==> src/rtl/pulse_meter_pkg.sv <==
// Shared types and defaults for the pulse period meter.
package pulse_meter_pkg;

    typedef enum logic [1:0] {
        SEARCH  = 2'd0,
        MEASURE = 2'd1,
        LOCK    = 2'd2,
        LOST    = 2'd3
    } meter_state_t;

    localparam int unsigned DEFAULT_LOCK_COUNT = 3;

endpackage

==> src/rtl/sync_falling_edge.sv <==
// Two-flop synchroniser for an async active-low input plus a registered
// falling-edge detector; pin fall to edge_pulse is three clocks.
module sync_falling_edge (
    input  logic clk,
    input  logic rst,
    input  logic async_n,
    output logic edge_pulse
);

    logic [1:0] sync_q;
    logic       prev_q;

    // Resetting to 1 (the idle level) avoids a spurious edge after reset.
    always_ff @(posedge clk or negedge rst) begin
        if (!rst) begin
            sync_q     <= 2'b11;
            prev_q     <= 1'b1;
            edge_pulse <= 1'b0;
        end else begin
            sync_q     <= {sync_q[0], async_n};
            prev_q     <= sync_q[1];
            edge_pulse <= prev_q & ~sync_q[1];
        end
    end

endmodule

==> src/rtl/pulse_period_meter.sv <==
// Measures the period of an async active-low strobe, tracks lock against
// an expected period and reports each measurement on a valid/ready port.
module pulse_period_meter
    import pulse_meter_pkg::*;
#(
    parameter int unsigned COUNTER_WIDTH   = 32,
    parameter int unsigned EXPECTED_PERIOD = 10000,
    parameter int unsigned TOLERANCE       = 16,
    parameter int unsigned TIMEOUT         = 20000,
    parameter int unsigned LOCK_COUNT      = DEFAULT_LOCK_COUNT
) (
    input  logic                     clk,
    input  logic                     rst,
    input  logic                     strobe_n,
    output logic [COUNTER_WIDTH-1:0] period,
    output logic                     period_valid,
    input  logic                     period_ready,
    output logic                     overrun,
    output logic                     locked,
    output logic                     timeout,
    output logic                     RGB0,
    output logic                     RGB1,
    output logic                     RGB2
);

    localparam int unsigned MW = $clog2(LOCK_COUNT + 1);
    localparam logic [COUNTER_WIDTH-1:0] EXP_C = COUNTER_WIDTH'(EXPECTED_PERIOD);
    localparam logic [COUNTER_WIDTH-1:0] TOL_C = COUNTER_WIDTH'(TOLERANCE);
    localparam logic [COUNTER_WIDTH-1:0] TMO_C = COUNTER_WIDTH'(TIMEOUT);
    localparam logic [MW-1:0]            LCK_C = MW'(LOCK_COUNT);

    meter_state_t             state, state_nxt;
    logic [COUNTER_WIDTH-1:0] ctr, ctr_nxt;
    logic [MW-1:0]            match_cnt, match_cnt_nxt;
    logic                     edge_pulse;
    logic                     capture;
    logic                     is_match;

    // |p - EXPECTED| <= TOLERANCE, evaluated one bit wider and signed.
    function automatic logic period_match(input logic [COUNTER_WIDTH-1:0] p);
        logic signed [COUNTER_WIDTH:0] diff;
        diff = $signed({1'b0, p}) - $signed({1'b0, EXP_C});
        if (diff < 0) diff = -diff;
        return diff <= $signed({1'b0, TOL_C});
    endfunction

    // Counter increment that sticks at all-ones instead of wrapping.
    function automatic logic [COUNTER_WIDTH-1:0] ctr_inc(input logic [COUNTER_WIDTH-1:0] c);
        return (c == '1) ? c : c + 1'b1;
    endfunction

    sync_falling_edge u_sync (
        .clk        (clk),
        .rst        (rst),
        .async_n    (strobe_n),
        .edge_pulse (edge_pulse)
    );

    assign capture  = edge_pulse && (state == MEASURE || state == LOCK);
    assign is_match = period_match(ctr);

    // Next state, lock qualification and period counter; edge beats timeout.
    always_comb begin
        state_nxt     = state;
        match_cnt_nxt = match_cnt;
        case (state)
            SEARCH: begin
                if (edge_pulse) begin
                    state_nxt     = MEASURE;
                    match_cnt_nxt = '0;
                end
            end
            MEASURE: begin
                if (edge_pulse) begin
                    if (is_match) begin
                        match_cnt_nxt = (match_cnt == LCK_C) ? match_cnt : match_cnt + 1'b1;
                        if (match_cnt_nxt == LCK_C) state_nxt = LOCK;
                    end else begin
                        match_cnt_nxt = '0;
                    end
                end else if (ctr >= TMO_C) begin
                    state_nxt = LOST;
                end
            end
            LOCK: begin
                if (edge_pulse) begin
                    if (!is_match) begin
                        state_nxt     = MEASURE;
                        match_cnt_nxt = '0;
                    end
                end else if (ctr >= TMO_C) begin
                    state_nxt = LOST;
                end
            end
            LOST: begin
                if (edge_pulse) begin
                    state_nxt     = MEASURE;
                    match_cnt_nxt = '0;
                end
            end
            default: begin
                state_nxt     = SEARCH;
                match_cnt_nxt = '0;
            end
        endcase

        if (edge_pulse)
            ctr_nxt = COUNTER_WIDTH'(1);
        else if (state_nxt == SEARCH || state_nxt == LOST)
            ctr_nxt = '0;
        else
            ctr_nxt = ctr_inc(ctr);
    end

    // State, counter and match history registers.
    always_ff @(posedge clk or negedge rst) begin
        if (!rst) begin
            state     <= SEARCH;
            ctr       <= '0;
            match_cnt <= '0;
        end else begin
            state     <= state_nxt;
            ctr       <= ctr_nxt;
            match_cnt <= match_cnt_nxt;
        end
    end

    // Output port: a capture always wins; overrun flags a lost measurement.
    always_ff @(posedge clk or negedge rst) begin
        if (!rst) begin
            period       <= '0;
            period_valid <= 1'b0;
            overrun      <= 1'b0;
        end else begin
            overrun <= capture && period_valid && !period_ready;
            if (capture) begin
                period       <= ctr;
                period_valid <= 1'b1;
            end else if (period_valid && period_ready) begin
                period_valid <= 1'b0;
            end
        end
    end

    assign locked  = (state == LOCK);
    assign timeout = (state == LOST);
    assign RGB0    = !(state == LOCK);
    assign RGB1    = !(state == LOST);
    assign RGB2    = !(state == MEASURE);

endmodule

==> config.mk <==
export PLATFORM = sky130hd
export DESIGN_NAME = pulse_period_meter
export DESIGN_NICKNAME = d
export VERILOG_FILES = /design/src/rtl/pulse_meter_pkg.sv /design/src/rtl/sync_falling_edge.sv /design/src/rtl/pulse_period_meter.sv
export SDC_FILE = /design/constraint.sdc
export NUM_CORES = 1
export LEC_CHECK = 0
export CAP_MARGIN = 20
export CORE_MARGIN = 10
export CORE_UTILIZATION = 62
export CTS_BUF_LIST = sky130_fd_sc_hd__clkbuf_8
export CTS_CLUSTER_DIAMETER = 120
export DETAILED_ROUTE_END_ITERATION = 8
export PLACE_DENSITY = 0.81
export SYNTH_ARGS = -nofsm -noshare
export SYNTH_HDL_FRONTEND = slang
export SYNTH_HIERARCHICAL = 1
export SYNTH_SLANG_ARGS = --single-unit
==> constraint.sdc <==
create_clock -name clk -period 9.91 [get_ports clk]
set_input_delay 1.4865 -clock clk [delete_from_list [all_inputs] [get_ports clk]]
set_output_delay 1.4865 -clock clk [all_outputs]
set_load 0.01 [all_outputs]
Word-level counts from Yosys, hierarchy flattened
Cells that the tools add are included.

operators by class
  add/sub/neg operators = 4
  order comparisons = 3
  equal/unequal tests = 12
  muxes and demuxes = 21
  bitwise operators = 2
  reductions and logical operators = 15

operators with widths
  cell                                                   count
  2-to-1 mux 32 bit                                      3
  <= comparator 33 x 6 -> 1 bit, second input constant   1
  < comparator 33 x 1 -> 1 bit, second input constant    1
  2-to-1 mux 33 bit                                      1
  negator 33 bit                                         1
  subtractor 32 x 14 -> 33 bit, second input constant    1
  adder 32 x 1 -> 32 bit, second input constant          1
  equality test 32 bit, second input constant            1
  >= comparator 32 x 15 -> 1 bit, second input constant  1
  2-to-1 mux 2 bit                                       13
  one-hot mux 2 bit (3 select lines)                     2
  equality test 2 bit, second input constant             5
  inequality test 2 x 1 -> 1 bit, second input constant  3
  logical AND 1 bit                                      4
  logical NOT 1 bit                                      4
  logical NOT 2 bit                                      2
  AND reduction 4 bit                                    1
  inequality test 3 x 2 -> 1 bit, second input constant  1
  adder 2 x 1 -> 2 bit, second input constant            1
  equality test 2 x 1 -> 1 bit, second input constant    1
  logical OR 1 bit                                       2
  2-to-1 mux 1 bit                                       2
  inequality test 2 bit, second input constant           1
  nonzero test 2 bit                                     1
  other kinds (3)                                        3

storage, ports and cells
  register bits after elaboration = 74
  bits of input ports = 4
  logic and storage cells = 66

Depth between registers and ports, before layout
  word-level depth = 11
  gate-level depth with buffers = 14

By module
Netlist, hierarchy kept.

by module, submodules not included
  module              instances  cells an instance  area each (um2)
  pulse_period_meter  1          478                4,415.5
  sync_falling_edge   1          5                  117.6

Worst setup path before layout
Ideal clock, no wire load.

  path type = reg2reg
  start point = register ctr[4]
  end point = register ctr[6]
  data arrival time = 3.420 ns
  data required time = 9.814 ns
  setup slack = 6.394 ns
  cell stages (with the launch flop) = 14
  path buffers = 2
  period minus slack after synthesis = 3.516 ns
  path through = dfrtp_1 > clkbuf_1 > inv_1 > ha_1 > xor2_1 > or4_1 > or4_1 > a21boi_1 > o221ai_2 > nor4_4 > a21oi_4 > xnor2_4 > buf_6 > nor4_2

between the ends
  cells in the longest elaborated chain, start to end = 11
  elaborated cells between the ends (all ways) = 21
  those cells by class = add/sub: 3; order compare: 3; eq/ne: 3; mux: 10; reduce/logical: 2

ends and longest elaborated chain
  what                                                                   line                                                source
  from (decl)                                                            pulse_period_meter.sv:33                            logic [COUNTER_WIDTH-1:0] ctr, ctr_nxt;
  from (signal assigned)                                                 pulse_period_meter.sv:123                           ctr <= ctr_nxt;
  subtractor 32 x 14 -> 33 bit                                           pulse_period_meter.sv:42                            diff = $signed({1'b0, p}) - $signed({1'b0, EXP_C});
  negator 33 bit / < comparator 33 x 1 -> 1 bit (equally long branches)  pulse_period_meter.sv:43                            if (diff < 0) diff = -diff;
  2-to-1 mux 33 bit                                                      pulse_period_meter.sv:43
  <= comparator 33 x 6 -> 1 bit                                          pulse_period_meter.sv:44                            return diff <= $signed({1'b0, TOL_C});
  2-to-1 mux 2 bit, on equally long branches                             pulse_period_meter.sv:87, pulse_period_meter.sv:75
  2-to-1 mux 2 bit, on equally long branches                             pulse_period_meter.sv:86, pulse_period_meter.sv:74
  one-hot mux 2 bit (3 select lines) *                                   pulse_period_meter.sv:66                            case (state)
  via state_nxt[0]                                                       pulse_period_meter.sv:32                            meter_state_t state, state_nxt;
  equality test 2 bit / logical NOT 2 bit (equally long branches)        pulse_period_meter.sv:109                           else if (state_nxt == SEARCH || state_nxt == LOST)
  logical OR 1 bit *                                                     pulse_period_meter.sv:109
  2-to-1 mux 32 bit                                                      pulse_period_meter.sv:109
  2-to-1 mux 32 bit                                                      pulse_period_meter.sv:107                           if (edge_pulse)

The timed path passes the listed nets; every way through them passes the cells marked *. The select of a mux whose other input is x is not followed.
A chain may end at the register's enable or synchronous reset.

Final worst setup path
  start point = register ctr[4]
  end point = register ctr[26]

Same word-level chain as after synthesis.

==> out/results.tsv <==
stage	metric	value	unit
final_layout	fillers	556	
placed_design	RePlAce Congestion	0.902	
cts	clock-pin slew on the worst setup and hold paths	0.08	ns
power	combinational cell fraction of total power	21.6	%
timing	Final Cycle Share	42.3	%
route	met3 wire length	723	um
setup_path	Critical Path End	ctr[26]	
final_layout	ant diodes	0	
final_layout	utilization after layout	72.5	%
setup_path	critical path, cell by cell	inv_1 > ha_1 > xor2_1 > or4_1 > or4_1 > a21boi_1 > o221ai_2 > nor4_4 > a21oi_4 > xnor2_4 > nor3_1	
setup_path	Worst R2R Path Depth	11	
placed_design	IO Port Bufs	42	
setup_path	Crit Path Class	flip-flop to flip-flop	
route	top sig layer	met4	
route	Vias	3778	
timing	Final Hold Viols	0	
power	clock share of power	37.1	%
synthesis	cell accounting for the most synthesized area	dfrtp_1	
route	Avg Vias per Cell	6.18	
route	WL final	11000	um
status	status	complete, no violations	
timing	Max Fclk	238	MHz
timing	minimum clock period	4.19	ns
power	switching share of power	30.5	%
route	DRT iter0 DRCs	306	
timing	Setup TNS	0	ns
setup_path	Critical Path Source Type	flip-flop	
timing	Layout Skew	0.0101	ns
power	Max VDD drop	135	uV
power	Seq pwr share	41.3	%
cts	clock root buffer	clkbuf_8	
route	Pre-antenna DRT Iters	5	
route	per-cell routed wire length	18.1	um
setup_path	Max FO, Critical Path	31	
synthesis	top cell type's share of synthesized area	39.2	%
floorplan	IO Count	43	
global_routing	largest net degree at the start of global routing	75	
setup_path	CP endpoint kind	flip-flop	
setup_path	Crit-path slowest cell	xnor2_4	
setup_path	Bufs and invs on worst path	1	
setup_path	Critical Path Start	ctr[4]	
synthesis	Post-Syn Area	4530	um^2
setup_path	Worst EP required	10.11	ns
synthesis	Mapped Cells	483	
setup_path	CP Depth	11	
setup_path	WP data arrival	4.40	ns
global_routing	number of antenna violations at the first check in global routing	0	
final_layout	share of layout cells above drive strength 1	12.3	%
final_layout	nets	522	
floorplan	Initial Utilization	63.2	%
setup_path	crit-path leading delay family	simple AND/OR/NAND/NOR gates	
global_routing	number of global-route vias before repair	3795	
power	Pint	0.552	mW
flow_run	Max-Cap Viols	0	
setup_path	RR Startpoint	ctr[4]	
route	DR DRC count	0	
cts	clk buf depth	2	
synthesis	YS warnings	6	
global_routing	gr ovfl total	0	
synthesis	syn_nets	498	
cts	postcts setup bufs	0	
setup_path	r2r setup slk	5.72	ns
cts	CTS tree	built	
final_layout	commonest non-fill, non-tap cell in the layout	dfrtp_1	
setup_path	worst r2r dst	ctr[26]	
global_routing	first-pass GRT wire length	18700	um
cts	Sink Count	74	
timing	unrepaired setup endpoints after global routing	false	
power	P per Cell Area	153	nW/um^2
synthesis	fraction of registers with async set or reset after synthesis	100	%
route	WL met1	4700	um
timing	Final setup viols	0	
final_layout	commonest cells after routing, fill and taps aside	71 x dfrtp_1, 41 x nor3_1, 41 x clkdlybuf4s50_1, 36 x nor2_1, 32 x nand2_1	
synthesis	syn_area_per_cell	9.39	um^2
floorplan	Die Y	106	um
timing	Slew HR	36.6	%
cts	post-CTS resize count	0	
synthesis	Yosys reg bits	74	
placed_design	DP HPWL	7620	um
global_routing	Tot GR Track Use	19.9	%
final_layout	area delta synth->final	14.8	%
synthesis	Top FF cell, synth	dfrtp_1	
route	WL met2	5250	um
synthesis	number of synthesized flops with an enable pin	0	
timing	Slew Viols, Final	0	
min_path	Hold Path Class	flip-flop to flip-flop	
cts	Clk Latency, worst-skew pair	0.36	ns
cts	H-tree levels	3	
setup_path	crit-path max cell delay	0.78	ns
floorplan	Die X	106	um
cts	hold_buf cts	0	
setup_path	CP dominant cell by count	or4_1	
synthesis	sequential share of the synthesized area	40.9	%
power	leakage power	2.15	nW
floorplan	CORE AREA	7180	um^2
floorplan	Site Rows	31	
route	Antenna Nets Post-Route	0	
synthesis	top cells by area, synth	dfrtp_1 39%, mux2_2 6.2%, nor3_1 4.5%, xnor2_1 4.4%, ha_1 3.0%	
timing	Least-Margin Pin Slew	0.951	ns
synthesis	Yosys cell types	66	
cts	Num CTS Buffers	9	
floorplan	Die ar.	11100	um^2
power	Psw	0.243	mW
-- metal layers --
metal,track usage (%),vias to the layer above
met2,31.7,139
met5,0,-
met3,4.75,33
met1,24.4,1816
met4,11.0,0
li1,-,1790
-- metrics by stage --
step | power [mW] | cells | instance area (um^2) | hold slack [ns] | setup slack (ns)
2_1_floorplan | 0.461 | 483 | 4530 | 0.345 | 6.39
3_3_place_gp | 0.498 | 594 | 4950 | 0.347 | 5.60
3_5_place_dp | 0.504 | 594 | 4950 | 0.351 | 5.39
4_1_cts | 0.797 | 610 | 5200 | 0.361 | 5.37
5_1_grt | 0.824 | 611 | 5200 | 0.367 | 5.38
6_report | 0.794 | 611 | 5200 | 0.360 | 5.72
-- synth_stat cells, types with 3 or more instances --
library cell  count
nand2b_1          7
or3_1             9
and3_1            5
a31oi_1           3
dfstp_2           3
mux2_2           25
a22o_1            3
buf_1             3
xor2_1           13
ha_1             11
o31ai_1           3
nor2_1           36
dfrtp_1          71
nand4_1           7
o21ai_0          25
nor4_1           12
nor3b_1           4
xnor2_1          23
nor3_1           41
nand4b_1          3
nand3_1          18
and2_1            7
or4_1             7
a21oi_1          10
nand2_1          32
and4_1            7
inv_1            19
clkbuf_1         25
-- how the worst min path moves through the flow --
stage / from / to / slack, ns / depth (start not counted)
5_1_grt: u_sync/sync_q[0] / u_sync/sync_q[1] / 0.37 / 0
2_1_floorplan: u_sync/sync_q[0] / u_sync/sync_q[1] / 0.35 / 0
3_3_place_gp: u_sync/sync_q[0] / u_sync/sync_q[1] / 0.35 / 0
6_report: u_sync/sync_q[0] / u_sync/sync_q[1] / 0.36 / 0
3_5_place_dp: u_sync/sync_q[0] / u_sync/sync_q[1] / 0.35 / 0
4_1_cts: u_sync/sync_q[0] / u_sync/sync_q[1] / 0.36 / 0
-- power groups by stage --
| stage | clock network, mW | logic, mW | registers [mW] |
|---|---|---|---|
| finish | 0.295 | 0.171 | 0.328 |
| global route | 0.308 | 0.186 | 0.330 |
| CTS | 0.297 | 0.172 | 0.328 |
| detailed placement | 0 | 0.171 | 0.334 |
| global placement | 0 | 0.165 | 0.333 |
| floorplan | 0 | 0.128 | 0.333 |
-- worst register-to-register path: stages (launching register included) --
cell and delay, ns:
dfrtp_1 0.61, inv_1 0.15, ha_1 0.28, xor2_1 0.18, or4_1 0.58, or4_1 0.48, a21boi_1 0.19, o221ai_2 0.15
nor4_4 0.35, a21oi_4 0.14, xnor2_4 0.78, nor3_1 0.15
-- registers in the layout, indices dropped and copies added, names as in the netlist --
register,flops
overrun,1
match_cnt,2
u_sync/prev_q,1
state,2
ctr,32
period,32
u_sync/sync_q,2
u_sync/edge_pulse,1
period_valid,1
-- logic make-up (layout without fill, tap and decap cells) --
kind of cell               Yosys count  after routing  share of synthesized area (%)
AOI/OAI and AO/OA                   71             71                           10.8
xor gates and xnor gates            37             37                           7.56
adders and majority gates           11             11                           3.04
buffers and inverters               51             80                           4.72
DFF                                 74             74                           40.9
muxes                               27             27                           6.65
and+or+nand+nor                    212            212                           26.2
-- cell type report --
type | instances | area (um^2) | area share (%)
clock buffers | 10 | 138 | 2.64
clock inverters | 6 | 113 | 2.16
inverters | 19 | 71.3 | 1.37
multi-input cells | 358 | 2470 | 47.4
flip-flops and latches | 74 | 1860 | 35.6
well taps | 99 | 124 | 2.38
repair buffers | 45 | 438 | 8.41
Power figures use the tool's default switching activity.
